`config.mk`:
```
export PLATFORM = sky130hd
export DESIGN_NAME = redis_cache_cmd_queue_regs
export DESIGN_NICKNAME = d
export VERILOG_FILES = /design/src/rtl/redis_cache_cmd_queue_regs.sv
export SDC_FILE = /design/constraint.sdc
export NUM_CORES = 2
export LEC_CHECK = 0
export ABC_AREA = 1
export CORE_ASPECT_RATIO = 0.7
export CORE_MARGIN = 2
export CORE_UTILIZATION = 45
export CTS_CLUSTER_SIZE = 40
export DETAILED_ROUTE_END_ITERATION = 8
export PLACE_DENSITY = 0.65
export SLEW_MARGIN = 40
export SYNTH_ARGS = -nofsm -noshare
export SYNTH_HDL_FRONTEND = slang
export SYNTH_SLANG_ARGS = --single-unit
```
`constraint.sdc`:
```
create_clock -name clk_i -period 2 [get_ports clk_i]
set_input_delay 0.5 -clock clk_i [delete_from_list [all_inputs] [get_ports clk_i]]
set_output_delay 0.5 -clock clk_i [all_outputs]
set_load 0.01 [all_outputs]
```
`src/rtl/redis_cache_cmd_queue_regs.sv`:
```
// Host register block that stages KEY/DATA words and queues cache commands for the controller.
// Latency: register ack 1 cycle after request; a queued command is presented 1 cycle after its CTRL write.
// Backpressure: cmd_valid_o holds the FIFO head stable until cmd_ready_i; a CTRL write to a full queue is dropped with reg_err_o.
//
// Ports:
//   clk_i, rst_i            clock, synchronous active-high reset
//   reg_req_i/we/addr/wdata host register bus request (single-cycle pulse)
//   reg_rdata_o/ack_o/err_o registered bus response, one cycle after the request
//   cmd_valid_o/ready_i     command handshake to the cache controller
//   cmd_op_o/key_o/data_o   command payload (head of the queue)
//   rsp_valid_i/data_i/hit_i controller result, accepted only while waiting on a command
//   irq_o                   completion interrupt (level, registered)
// Optional feature: define REDIS_CACHE_IRQ_EN to build the completion interrupt
// (CTRL[2] irq_en, STATUS[5] irq_pending). Without it irq_o is 0 and those bits read 0.
module redis_cache_cmd_queue_regs #(
  parameter int KEY_WIDTH   = 64,
  parameter int VALUE_WIDTH = 64,
  parameter int QUEUE_DEPTH = 4,
  localparam int VW     = VALUE_WIDTH / 32,
  localparam int KW     = KEY_WIDTH / 32,
  localparam int ADDR_W = $clog2(4 * (VW + KW + 2))
) (
  input  logic                   clk_i,
  input  logic                   rst_i,
  input  logic                   reg_req_i,
  input  logic                   reg_we_i,
  input  logic [ADDR_W-1:0]      reg_addr_i,
  input  logic [31:0]            reg_wdata_i,
  output logic [31:0]            reg_rdata_o,
  output logic                   reg_ack_o,
  output logic                   reg_err_o,
  output logic                   cmd_valid_o,
  input  logic                   cmd_ready_i,
  output logic [1:0]             cmd_op_o,
  output logic [KEY_WIDTH-1:0]   cmd_key_o,
  output logic [VALUE_WIDTH-1:0] cmd_data_o,
  input  logic                   rsp_valid_i,
  input  logic [VALUE_WIDTH-1:0] rsp_data_i,
  input  logic                   rsp_hit_i,
  output logic                   irq_o
);

  localparam int PW       = $clog2(QUEUE_DEPTH);
  localparam int CW       = $clog2(QUEUE_DEPTH + 1);
  localparam int WW       = ADDR_W - 2;
  localparam int CTRL_W   = VW + KW;
  localparam int STATUS_W = VW + KW + 1;

  typedef enum logic [1:0] {S_IDLE, S_ISSUE, S_WAIT} state_e;

  state_e                 state_q, state_d;
  logic [VALUE_WIDTH-1:0] data_q, data_d;
  logic [KEY_WIDTH-1:0]   key_q, key_d;
  logic                   hit_q, hit_d;
  logic [1:0]             last_op_q, last_op_d;
  logic [1:0]             cur_op_q, cur_op_d;
  logic                   ovf_q, ovf_d;
  logic [PW-1:0]          wr_ptr_q, wr_ptr_d;
  logic [PW-1:0]          rd_ptr_q, rd_ptr_d;
  logic [CW-1:0]          count_q, count_d;
  logic                   cmd_vld_q, cmd_vld_d;
  logic                   ack_q, ack_d;
  logic                   err_q, err_d;
  logic [31:0]            rdata_q, rdata_d;

  logic [1:0]             fifo_op_q   [QUEUE_DEPTH];
  logic [1:0]             fifo_op_d   [QUEUE_DEPTH];
  logic [KEY_WIDTH-1:0]   fifo_key_q  [QUEUE_DEPTH];
  logic [KEY_WIDTH-1:0]   fifo_key_d  [QUEUE_DEPTH];
  logic [VALUE_WIDTH-1:0] fifo_data_q [QUEUE_DEPTH];
  logic [VALUE_WIDTH-1:0] fifo_data_d [QUEUE_DEPTH];

`ifdef REDIS_CACHE_IRQ_EN
  logic irq_en_q, irq_en_d;
  logic irq_pend_q, irq_pend_d;
  logic irq_q, irq_d;
`endif

  logic [WW-1:0] word;
  logic          addr_ok, is_wr, ctrl_wr, status_wr, push_req;
  logic          full, empty, busy, do_push, do_pop, ovf_evt, rsp_take;
  logic          irq_en_rd, irq_pend_rd;
  logic [7:0]    count8;
  logic [31:0]   rd_val;

  always_comb begin
    state_d     = state_q;
    data_d      = data_q;
    key_d       = key_q;
    hit_d       = hit_q;
    last_op_d   = last_op_q;
    cur_op_d    = cur_op_q;
    ovf_d       = ovf_q;
    wr_ptr_d    = wr_ptr_q;
    rd_ptr_d    = rd_ptr_q;
    count_d     = count_q;
    fifo_op_d   = fifo_op_q;
    fifo_key_d  = fifo_key_q;
    fifo_data_d = fifo_data_q;
    rd_val      = '0;
`ifdef REDIS_CACHE_IRQ_EN
    irq_en_d    = irq_en_q;
    irq_pend_d  = irq_pend_q;
    irq_en_rd   = irq_en_q;
    irq_pend_rd = irq_pend_q;
`else
    irq_en_rd   = 1'b0;
    irq_pend_rd = 1'b0;
`endif

    word      = reg_addr_i[ADDR_W-1:2];
    addr_ok   = (reg_addr_i[1:0] == 2'b00) && (word <= WW'(STATUS_W));
    is_wr     = reg_req_i && reg_we_i && addr_ok;
    ctrl_wr   = is_wr && (word == WW'(CTRL_W));
    status_wr = is_wr && (word == WW'(STATUS_W));
    push_req  = ctrl_wr && (reg_wdata_i[1:0] != 2'b00);

    full     = (count_q == CW'(QUEUE_DEPTH));
    empty    = (count_q == '0);
    busy     = (state_q != S_IDLE) || !empty;
    count8   = 8'(count_q);
    // A full queue rejects the push even if the head pops this same cycle.
    do_push  = push_req && !full;
    ovf_evt  = push_req && full;
    do_pop   = (state_q == S_ISSUE) && cmd_ready_i;
    rsp_take = (state_q == S_WAIT) && rsp_valid_i;

    // Response first so that a same-cycle host DATA write overrides its word.
    if (rsp_take) begin
      data_d    = rsp_data_i;
      hit_d     = rsp_hit_i;
      last_op_d = cur_op_q;
    end

    for (int i = 0; i < VW; i++) begin
      if (is_wr && (word == WW'(i))) data_d[32*i +: 32] = reg_wdata_i;
    end
    for (int j = 0; j < KW; j++) begin
      if (is_wr && (word == WW'(VW + j))) key_d[32*j +: 32] = reg_wdata_i;
    end

`ifdef REDIS_CACHE_IRQ_EN
    if (ctrl_wr) irq_en_d = reg_wdata_i[2];
    if (status_wr && reg_wdata_i[5]) irq_pend_d = 1'b0;
    // A completion in the same cycle as the clear is a new event and wins.
    if (rsp_take) irq_pend_d = 1'b1;
`endif
    if (status_wr && reg_wdata_i[4]) ovf_d = 1'b0;
    if (ovf_evt) ovf_d = 1'b1;

    // The pushed entry uses the staging registers as they stand this cycle.
    if (do_push) begin
      fifo_op_d[wr_ptr_q]   = reg_wdata_i[1:0];
      fifo_key_d[wr_ptr_q]  = key_q;
      fifo_data_d[wr_ptr_q] = data_q;
      wr_ptr_d              = wr_ptr_q + PW'(1);
    end
    if (do_pop) begin
      cur_op_d = fifo_op_q[rd_ptr_q];
      rd_ptr_d = rd_ptr_q + PW'(1);
    end
    if (do_push && !do_pop)      count_d = count_q + CW'(1);
    else if (!do_push && do_pop) count_d = count_q - CW'(1);

    // Next state looks at count_d so a fresh push is presented the next cycle.
    case (state_q)
      S_IDLE:  if (count_d != '0) state_d = S_ISSUE;
      S_ISSUE: if (do_pop) state_d = S_WAIT;
      S_WAIT:  if (rsp_take) state_d = (count_d != '0) ? S_ISSUE : S_IDLE;
      default: state_d = S_IDLE;
    endcase
    cmd_vld_d = (state_d == S_ISSUE);

    for (int i = 0; i < VW; i++) begin
      if (word == WW'(i)) rd_val = data_q[32*i +: 32];
    end
    for (int j = 0; j < KW; j++) begin
      if (word == WW'(VW + j)) rd_val = key_q[32*j +: 32];
    end
    if (word == WW'(CTRL_W))   rd_val = {29'b0, irq_en_rd, last_op_q};
    if (word == WW'(STATUS_W)) rd_val = {16'b0, count8, 2'b0, irq_pend_rd, ovf_q,
                                         empty, full, hit_q, busy};

    ack_d   = reg_req_i;
    err_d   = reg_req_i && (!addr_ok || ovf_evt);
    rdata_d = (reg_req_i && !reg_we_i && addr_ok) ? rd_val : 32'b0;
`ifdef REDIS_CACHE_IRQ_EN
    irq_d   = irq_pend_d && irq_en_d;
`endif
  end

  always_ff @(posedge clk_i) begin
    if (rst_i) begin
      state_q   <= S_IDLE;
      data_q    <= '0;
      key_q     <= '0;
      hit_q     <= 1'b0;
      last_op_q <= 2'b0;
      cur_op_q  <= 2'b0;
      ovf_q     <= 1'b0;
      wr_ptr_q  <= '0;
      rd_ptr_q  <= '0;
      count_q   <= '0;
      cmd_vld_q <= 1'b0;
      ack_q     <= 1'b0;
      err_q     <= 1'b0;
      rdata_q   <= '0;
      // Clearing the storage keeps the command outputs at 0 after reset.
      for (int i = 0; i < QUEUE_DEPTH; i++) begin
        fifo_op_q[i]   <= 2'b0;
        fifo_key_q[i]  <= '0;
        fifo_data_q[i] <= '0;
      end
`ifdef REDIS_CACHE_IRQ_EN
      irq_en_q   <= 1'b0;
      irq_pend_q <= 1'b0;
      irq_q      <= 1'b0;
`endif
    end else begin
      state_q     <= state_d;
      data_q      <= data_d;
      key_q       <= key_d;
      hit_q       <= hit_d;
      last_op_q   <= last_op_d;
      cur_op_q    <= cur_op_d;
      ovf_q       <= ovf_d;
      wr_ptr_q    <= wr_ptr_d;
      rd_ptr_q    <= rd_ptr_d;
      count_q     <= count_d;
      cmd_vld_q   <= cmd_vld_d;
      ack_q       <= ack_d;
      err_q       <= err_d;
      rdata_q     <= rdata_d;
      fifo_op_q   <= fifo_op_d;
      fifo_key_q  <= fifo_key_d;
      fifo_data_q <= fifo_data_d;
`ifdef REDIS_CACHE_IRQ_EN
      irq_en_q   <= irq_en_d;
      irq_pend_q <= irq_pend_d;
      irq_q      <= irq_d;
`endif
    end
  end

  assign reg_rdata_o = rdata_q;
  assign reg_ack_o   = ack_q;
  assign reg_err_o   = err_q;
  assign cmd_valid_o = cmd_vld_q;
  assign cmd_op_o    = fifo_op_q[rd_ptr_q];
  assign cmd_key_o   = fifo_key_q[rd_ptr_q];
  assign cmd_data_o  = fifo_data_q[rd_ptr_q];
`ifdef REDIS_CACHE_IRQ_EN
  assign irq_o = irq_q;
`else
  assign irq_o = 1'b0;
`endif

endmodule
```
== Yosys cells after proc, flatten, opt, wreduce, memory -nomap -nowiden ==
Index checks and enable logic that the tools add are counted.

* Input bits: 108
* Output and inout bits: 166
* Register bits: 698
* Word-level logic and storage cells: 124

* Bitwise operators: 3
* Equality and inequality tests: 9
* $lt $le $gt $ge: 4
* Multiplexer cells: 34
* Add/sub/neg operators: 4
* Reductions and logical operators: 41

{| class="wikitable"
|+ Operators by type and width
! kind !! count
|-
| 256-bit bitwise mux || 2
|-
| 64-bit two-way mux || 6
|-
| 64-bit binary-select mux with 2-bit select || 2
|-
| 32-bit two-way mux || 6
|-
| 64-bit demux with 2-bit select || 1
|-
| 11-bit two-way mux || 2
|-
| 1-bit logical AND || 21
|-
| 2-bit two-way mux || 6
|-
| 2-bit nonzero test || 5
|-
| 3-bit equality test (second input constant) || 3
|-
| 8-bit bitwise mux || 1
|-
| 3-bit by 2-bit equality test with 1-bit output (second input constant) || 2
|-
| 3-bit greater-or-equal comparator (second input constant) || 2
|-
| 1-bit zero test || 6
|-
| 3-bit zero test || 2
|-
| 3-bit two-way mux || 2
|-
| 2-bit inverter with 3-bit output || 2
|-
| 2-bit case mux with 3 select lines || 1
|-
| 2-bit by 1-bit adder with 2-bit output (second input constant) || 2
|-
| 2-bit binary-select mux with 2-bit select || 1
|-
| 2-bit demux with 2-bit select || 1
|-
| 2-bit by 1-bit equality test with 1-bit output (second input constant) || 2
|-
| 2-bit zero test || 2
|-
| 4-bit OR reduction || 1
|-
| other kinds (11) || 14
|}

== Longest topological paths before layout ==
* Depth after elaboration: 15
* Depth in mapped cells: 13
* Depth with buffers taken out: 13

== Worst setup path before layout ==
Ideal clock, no wire load.

* Kind: reg-to-output
* Start point: register rd_ptr_q[0]
* End point: output port cmd_data_o[10]
* Arrival: 1447 ps
* Data required time: 1500 ps
* Path slack: 53 ps
* Cell stages (with the launch flop): 7
* Cell sequence: dfxtp_1 > clkbuf_1 > clkinv_1 > clkbuf_1 > buf_1 > nor2_1 > o22ai_1

* Cells in the longest elaborated chain, start to end: 4

{| class="wikitable"
|+ Ends and longest elaborated chain
! element !! line !! RTL
|-
| start: declaration || 59 || <nowiki>logic [PW-1:0] rd_ptr_q, rd_ptr_d;</nowiki>
|-
| start signal: assignment || 228 || <nowiki>rd_ptr_q <= rd_ptr_d;</nowiki>
|-
| 2-bit inverter with 3-bit output (implied by the code) || 251 || <nowiki>assign cmd_data_o = fifo_data_q[rd_ptr_q];</nowiki>
|-
| 64-bit binary-select mux with 2-bit select || 251 ||
|-
| 64-bit two-way mux (implied by the code) (2 in a row) || 251 ||
|-
| end: declaration || 36 || <nowiki>output logic [VALUE_WIDTH-1:0] cmd_data_o,</nowiki>
|}

No other way between the ends. The select of a mux whose other input is x is not followed.

== Worst setup path in the final report ==
* Start point: register rd_ptr_q[1]
* End point: output port cmd_key_o[1]

* Cells in the longest elaborated chain, start to end: 4

{| class="wikitable"
|+ Ends and longest elaborated chain
! element !! line !! RTL
|-
| 2-bit inverter with 3-bit output (implied by the code) || 250 || <nowiki>assign cmd_key_o = fifo_key_q[rd_ptr_q];</nowiki>
|-
| 64-bit binary-select mux with 2-bit select || 250 ||
|-
| 64-bit two-way mux (implied by the code) (2 in a row) || 250 ||
|-
| end: declaration || 35 || <nowiki>output logic [KEY_WIDTH-1:0] cmd_key_o,</nowiki>
|}

No other way between the ends. The select of a mux whose other input is x is not followed.

==> out/qor.json <==
{
  "outcome": {"value": "complete, but fails checks"},
  "violations": {"value": "setup timing"},
  "path_type_of_the_worst_setup_path": {"value": "reg2out"},
  "maxCapViolCount": {"value": 0},
  "viasPerCell": {"value": 6.06},
  "timing.critical_path.arrival": {"value": 2.06, "unit": "ns"},
  "grt_start_max_net_pins": {"value": 154},
  "routability_congestion_estimate_from_global_placement": {"value": 0.976},
  "timing.max_slew.rel_slack": {"value": 0.468},
  "clk_transition_reported_paths": {"value": 0.07, "unit": "ns"},
  "timing.critical_path.slowest_cell_delay": {"value": 0.42, "unit": "ns"},
  "postRouteAntennaNets": {"value": 0},
  "holdCritPathClass": {"value": "in2reg"},
  "power.total": {"value": 35900, "unit": "uW"},
  "final_layout_size_suffix_gt1_frac": {"value": 0.198},
  "sum_of_net_half_perimeters_after_detailed_placement": {"value": 75400, "unit": "um"},
  "async_set_or_reset_flop_fraction_in_the_synthesized_netlist": {"value": 0},
  "first_global_vias": {"value": 28508},
  "grt_antenna_before_repair": {"value": 4},
  "critPathSlowestCell": {"value": "dfxtp_4"},
  "die_x": {"value": 310, "unit": "um"},
  "global_route.overflow_total": {"value": 0},
  "worst_slew_pin_slew": {"value": 0.798, "unit": "ns"},
  "clock_power_share": {"value": 0.376},
  "timing.critical_path.fanout_max": {"value": 7},
  "postSynthCellCount": {"value": 4041},
  "power.switching": {"value": 10400, "unit": "uW"},
  "finalSetupViolations": {"value": 132},
  "htreeDepth": {"value": 3},
  "power_density": {"value": 893, "unit": "nW/um^2"},
  "worstPathBufferInverterCount": {"value": 5},
  "synth_top_flop_cell": {"value": "dfxtp_1"},
  "finalCritPeriodShare": {"value": 1.28},
  "final.min_clock_period": {"value": 2.56, "unit": "ns"},
  "p_seq_frac": {"value": 0.396},
  "cpMostUsedCell": {"value": "buf_12"},
  "vdd_drop_max": {"value": 525, "unit": "uV"},
  "end_kind": {"value": "primary output"},
  "critical-path-top-delay-family": {"value": "buffers and inverters"},
  "clock_insertion_delay_worst_skew": {"value": 0.64, "unit": "ns"},
  "num_io_pins": {"value": 274},
  "cts_buffers": {"value": 69},
  "nNetsFinal": {"value": 4500},
  "finalClockSkew": {"value": 0.0291, "unit": "ns"},
  "dpl_worst_slack": {"value": -0.570, "unit": "ns"},
  "synth-edff-count": {"value": 0},
  "p_sw_frac": {"value": 0.289},
  "yosysWarnings": {"value": 0},
  "power_leakage": {"value": 0.0148, "unit": "uW"},
  "cts.path.max_buffers": {"value": 3},
  "p_comb_frac": {"value": 0.227},
  "chipHeight": {"value": 218, "unit": "um"},
  "tritoncts_num_sinks": {"value": 698},
  "io_buffers": {"value": 272},
  "synthesized_net_count": {"value": 4156},
  "mappedNetlistArea": {"value": 29500, "unit": "um^2"},
  "cellInternalPower": {"value": 25500, "unit": "uW"},
  "post_cts_hold_buffer_count": {"value": 0},
  "finalHoldViolations": {"value": 0},
  "postLayoutCellArea": {"value": 40200, "unit": "um^2"},
  "fp.dieArea": {"value": 67600, "unit": "um^2"},
  "avgRoutedWirePerCell": {"value": 23.6, "unit": "um"},
  "wire_length_of_the_first_global_routing_pass": {"value": 182000, "unit": "um"},
  "rsz0062_at_grt": {"value": "true"},
  "grt.total_usage": {"value": 0.354},
  "postSynthAreaPerCell": {"value": 7.29, "unit": "um^2"},
  "start_kind": {"value": "register"},
  "max_clock_freq": {"value": 390, "unit": "MHz"},
  "dr_total_vias": {"value": 32229},
  "floorplan.initialDensity": {"value": 0.455},
  "totalWireLength": {"value": 126000, "unit": "um"},
  "critPathRequiredTime": {"value": 1.50, "unit": "ns"},
  "clock_tree.root_cell": {"value": "clkbuf_16"},
  "path_cells": {"value": "buf_12, buf_12, buf_12, o21ai_1, o22ai_2, buf_4, buf_4"},
  "dpl_cell_area": {"value": 35000, "unit": "um^2"},
  "placement_rows": {"value": 78},
  "cts_tree": {"value": "done"},
  "synth-seq-area-share": {"value": 0.474},
  "layout_setup_ws": {"value": -0.562, "unit": "ns"},
  "maxSlewViolCount": {"value": 0},
  "yosysUniqueCellTypes": {"value": 28},
  "detailedRoute.firstPassIterationCount": {"value": 7},
  "ys_seq_elements": {"value": 698},
  "drt_drc_violations_left": {"value": 0},
  "drt-initial-drc-count": {"value": 5073},
  "syn2layout_area_growth": {"value": 36.5, "unit": "%"},
  "core_area": {"value": 64800, "unit": "um^2"}
}
==> area by class of cell <==
| cell class | instances | area [um^2] |
|---|---|---|
| clock buffers | 102 | 2060 |
| flip-flops and latches | 698 | 14000 |
| well taps | 880 | 1100 |
| fillers | 5614 | 24600 |
| diodes | 2 | 5.00 |
| clock inverters | 19 | 245 |
| inverters | 123 | 499 |
| repair inverters | 2 | 32.5 |
| repair buffers | 656 | 7590 |
| multi-input cells | 2835 | 14700 |
==> tightest hold or removal path, stage by stage <==
cell    delay [ns]
buf_8         0.08
nor2_1        0.06
buf_4         0.13
==> synth_stat cells (7+ instances only) <==
master,n,share of area
a21oi_1,717,0.12
dfxtp_1,698,0.47
nand2_1,643,0.082
nand3_1,528,0.090
o21ai_0,466,0.079
nor2_1,288,0.037
clkbuf_1,262,0.033
o22ai_1,155,0.033
inv_1,118,0.015
buf_2,76,0.013
buf_4,34,0.0087
buf_1,9,0.0011
ha_1,7,0.0030
o221ai_1,7,0.0021
==> path summary, 6_finish.rpt <==
kind,from,to,slack (ns),cells after the start
setup / recovery,rd_ptr_q[1],cmd_key_o[1],-0.56,7
hold / removal,rst_i,reg_ack_o,0.21,3
setup reg to reg,count_q[0],fifo_data_q[187],0.06,9
hold reg to reg,fifo_key_q[119],fifo_key_q[119],0.46,2
==> per-layer routing <==
layer  track usage  vias to the layer above  part of all wire
met3        0.0871                      345              0.13
met1         0.515                    15096              0.41
li1              -                    14562                 -
met4         0.162                        4             0.051
met5             0                        -           0.00022
met2         0.486                     2222              0.41
==> metrics by stage <==
step,hold WS [ns],instances,utilization,TNS [ns]
after floorplan,0.436,4041,-,0
after global placement,0.444,5083,0.540,-324.23
after detailed placement,0.448,5083,0.540,-345.63
after CTS,0.184,5292,0.605,-65.48
after global routing,0.185,5315,0.621,-67.14
final,0.208,5317,0.621,-60.82
==> power by group through the flow <==
stage | combinational, uW | clock [uW] | sequential [uW]
3_3_place_gp | 6050 | 0 | 14500
2_1_floorplan | 2620 | 0 | 14400
5_1_grt | 8530 | 14200 | 14200
6_report | 8160 | 13500 | 14200
4_1_cts | 7490 | 13600 | 14200
3_5_place_dp | 6030 | 0 | 14500
==> layout by cell type (no fill, tap or decap), drive strengths merged <==
master and n:
clkinv 12, dlygate4sd2 24, inv 126, clkdlybuf4s50 105, nand2 646, o21ai 466, xor2 1, clkinvlp 1
a221oi 1, o31ai 2, dlymetal6s2s 12, nor2 292, nand4 2, a22oi 1, conb 1, dfxtp 698
a21oi 717, bufinv 5, nand3 530, ha 7, clkdlybuf4s15 2, o22ai 155, a31oi 4, clkbuf 111
buf 500, nor3 3, diode 2, o221ai 7, bufbuf 4
==> cells by family (layout without fill, tap and decap cells) <==
group / Yosys count / count (layout) / share of synthesized area
XOR/XNOR: 1 / 1 / 0.000297
AO/OA/AOI/OAI: 1353 / 1353 / 0.238
adder cells (fa/ha/maj): 7 / 7 / 0.00297
AND/OR/NAND/NOR: 1473 / 1473 / 0.211
flip-flops: 698 / 698 / 0.474
other: 1 / 3 / 0.000127
buffers and inverters: 508 / 902 / 0.0733
==> sequential cells by signal, summed over array words and instances, names as in the netlist, 3 cells and up <==
| name | count |
|---|---|
| count_q | 3 |
| data_q | 64 |
| key_q | 64 |
| fifo_key_q | 256 |
| reg_rdata_o | 32 |
| fifo_op_q | 8 |
| fifo_data_q | 256 |
==> repair_timing <==
action                     in CTS  in global routing
cloned                         32                  9
setup endpoints to repair     154                277
pin swaps                      93                 94
setup buffers                  63                 34
gates resized for setup       899                275
Power figures use the tool's default switching activity.
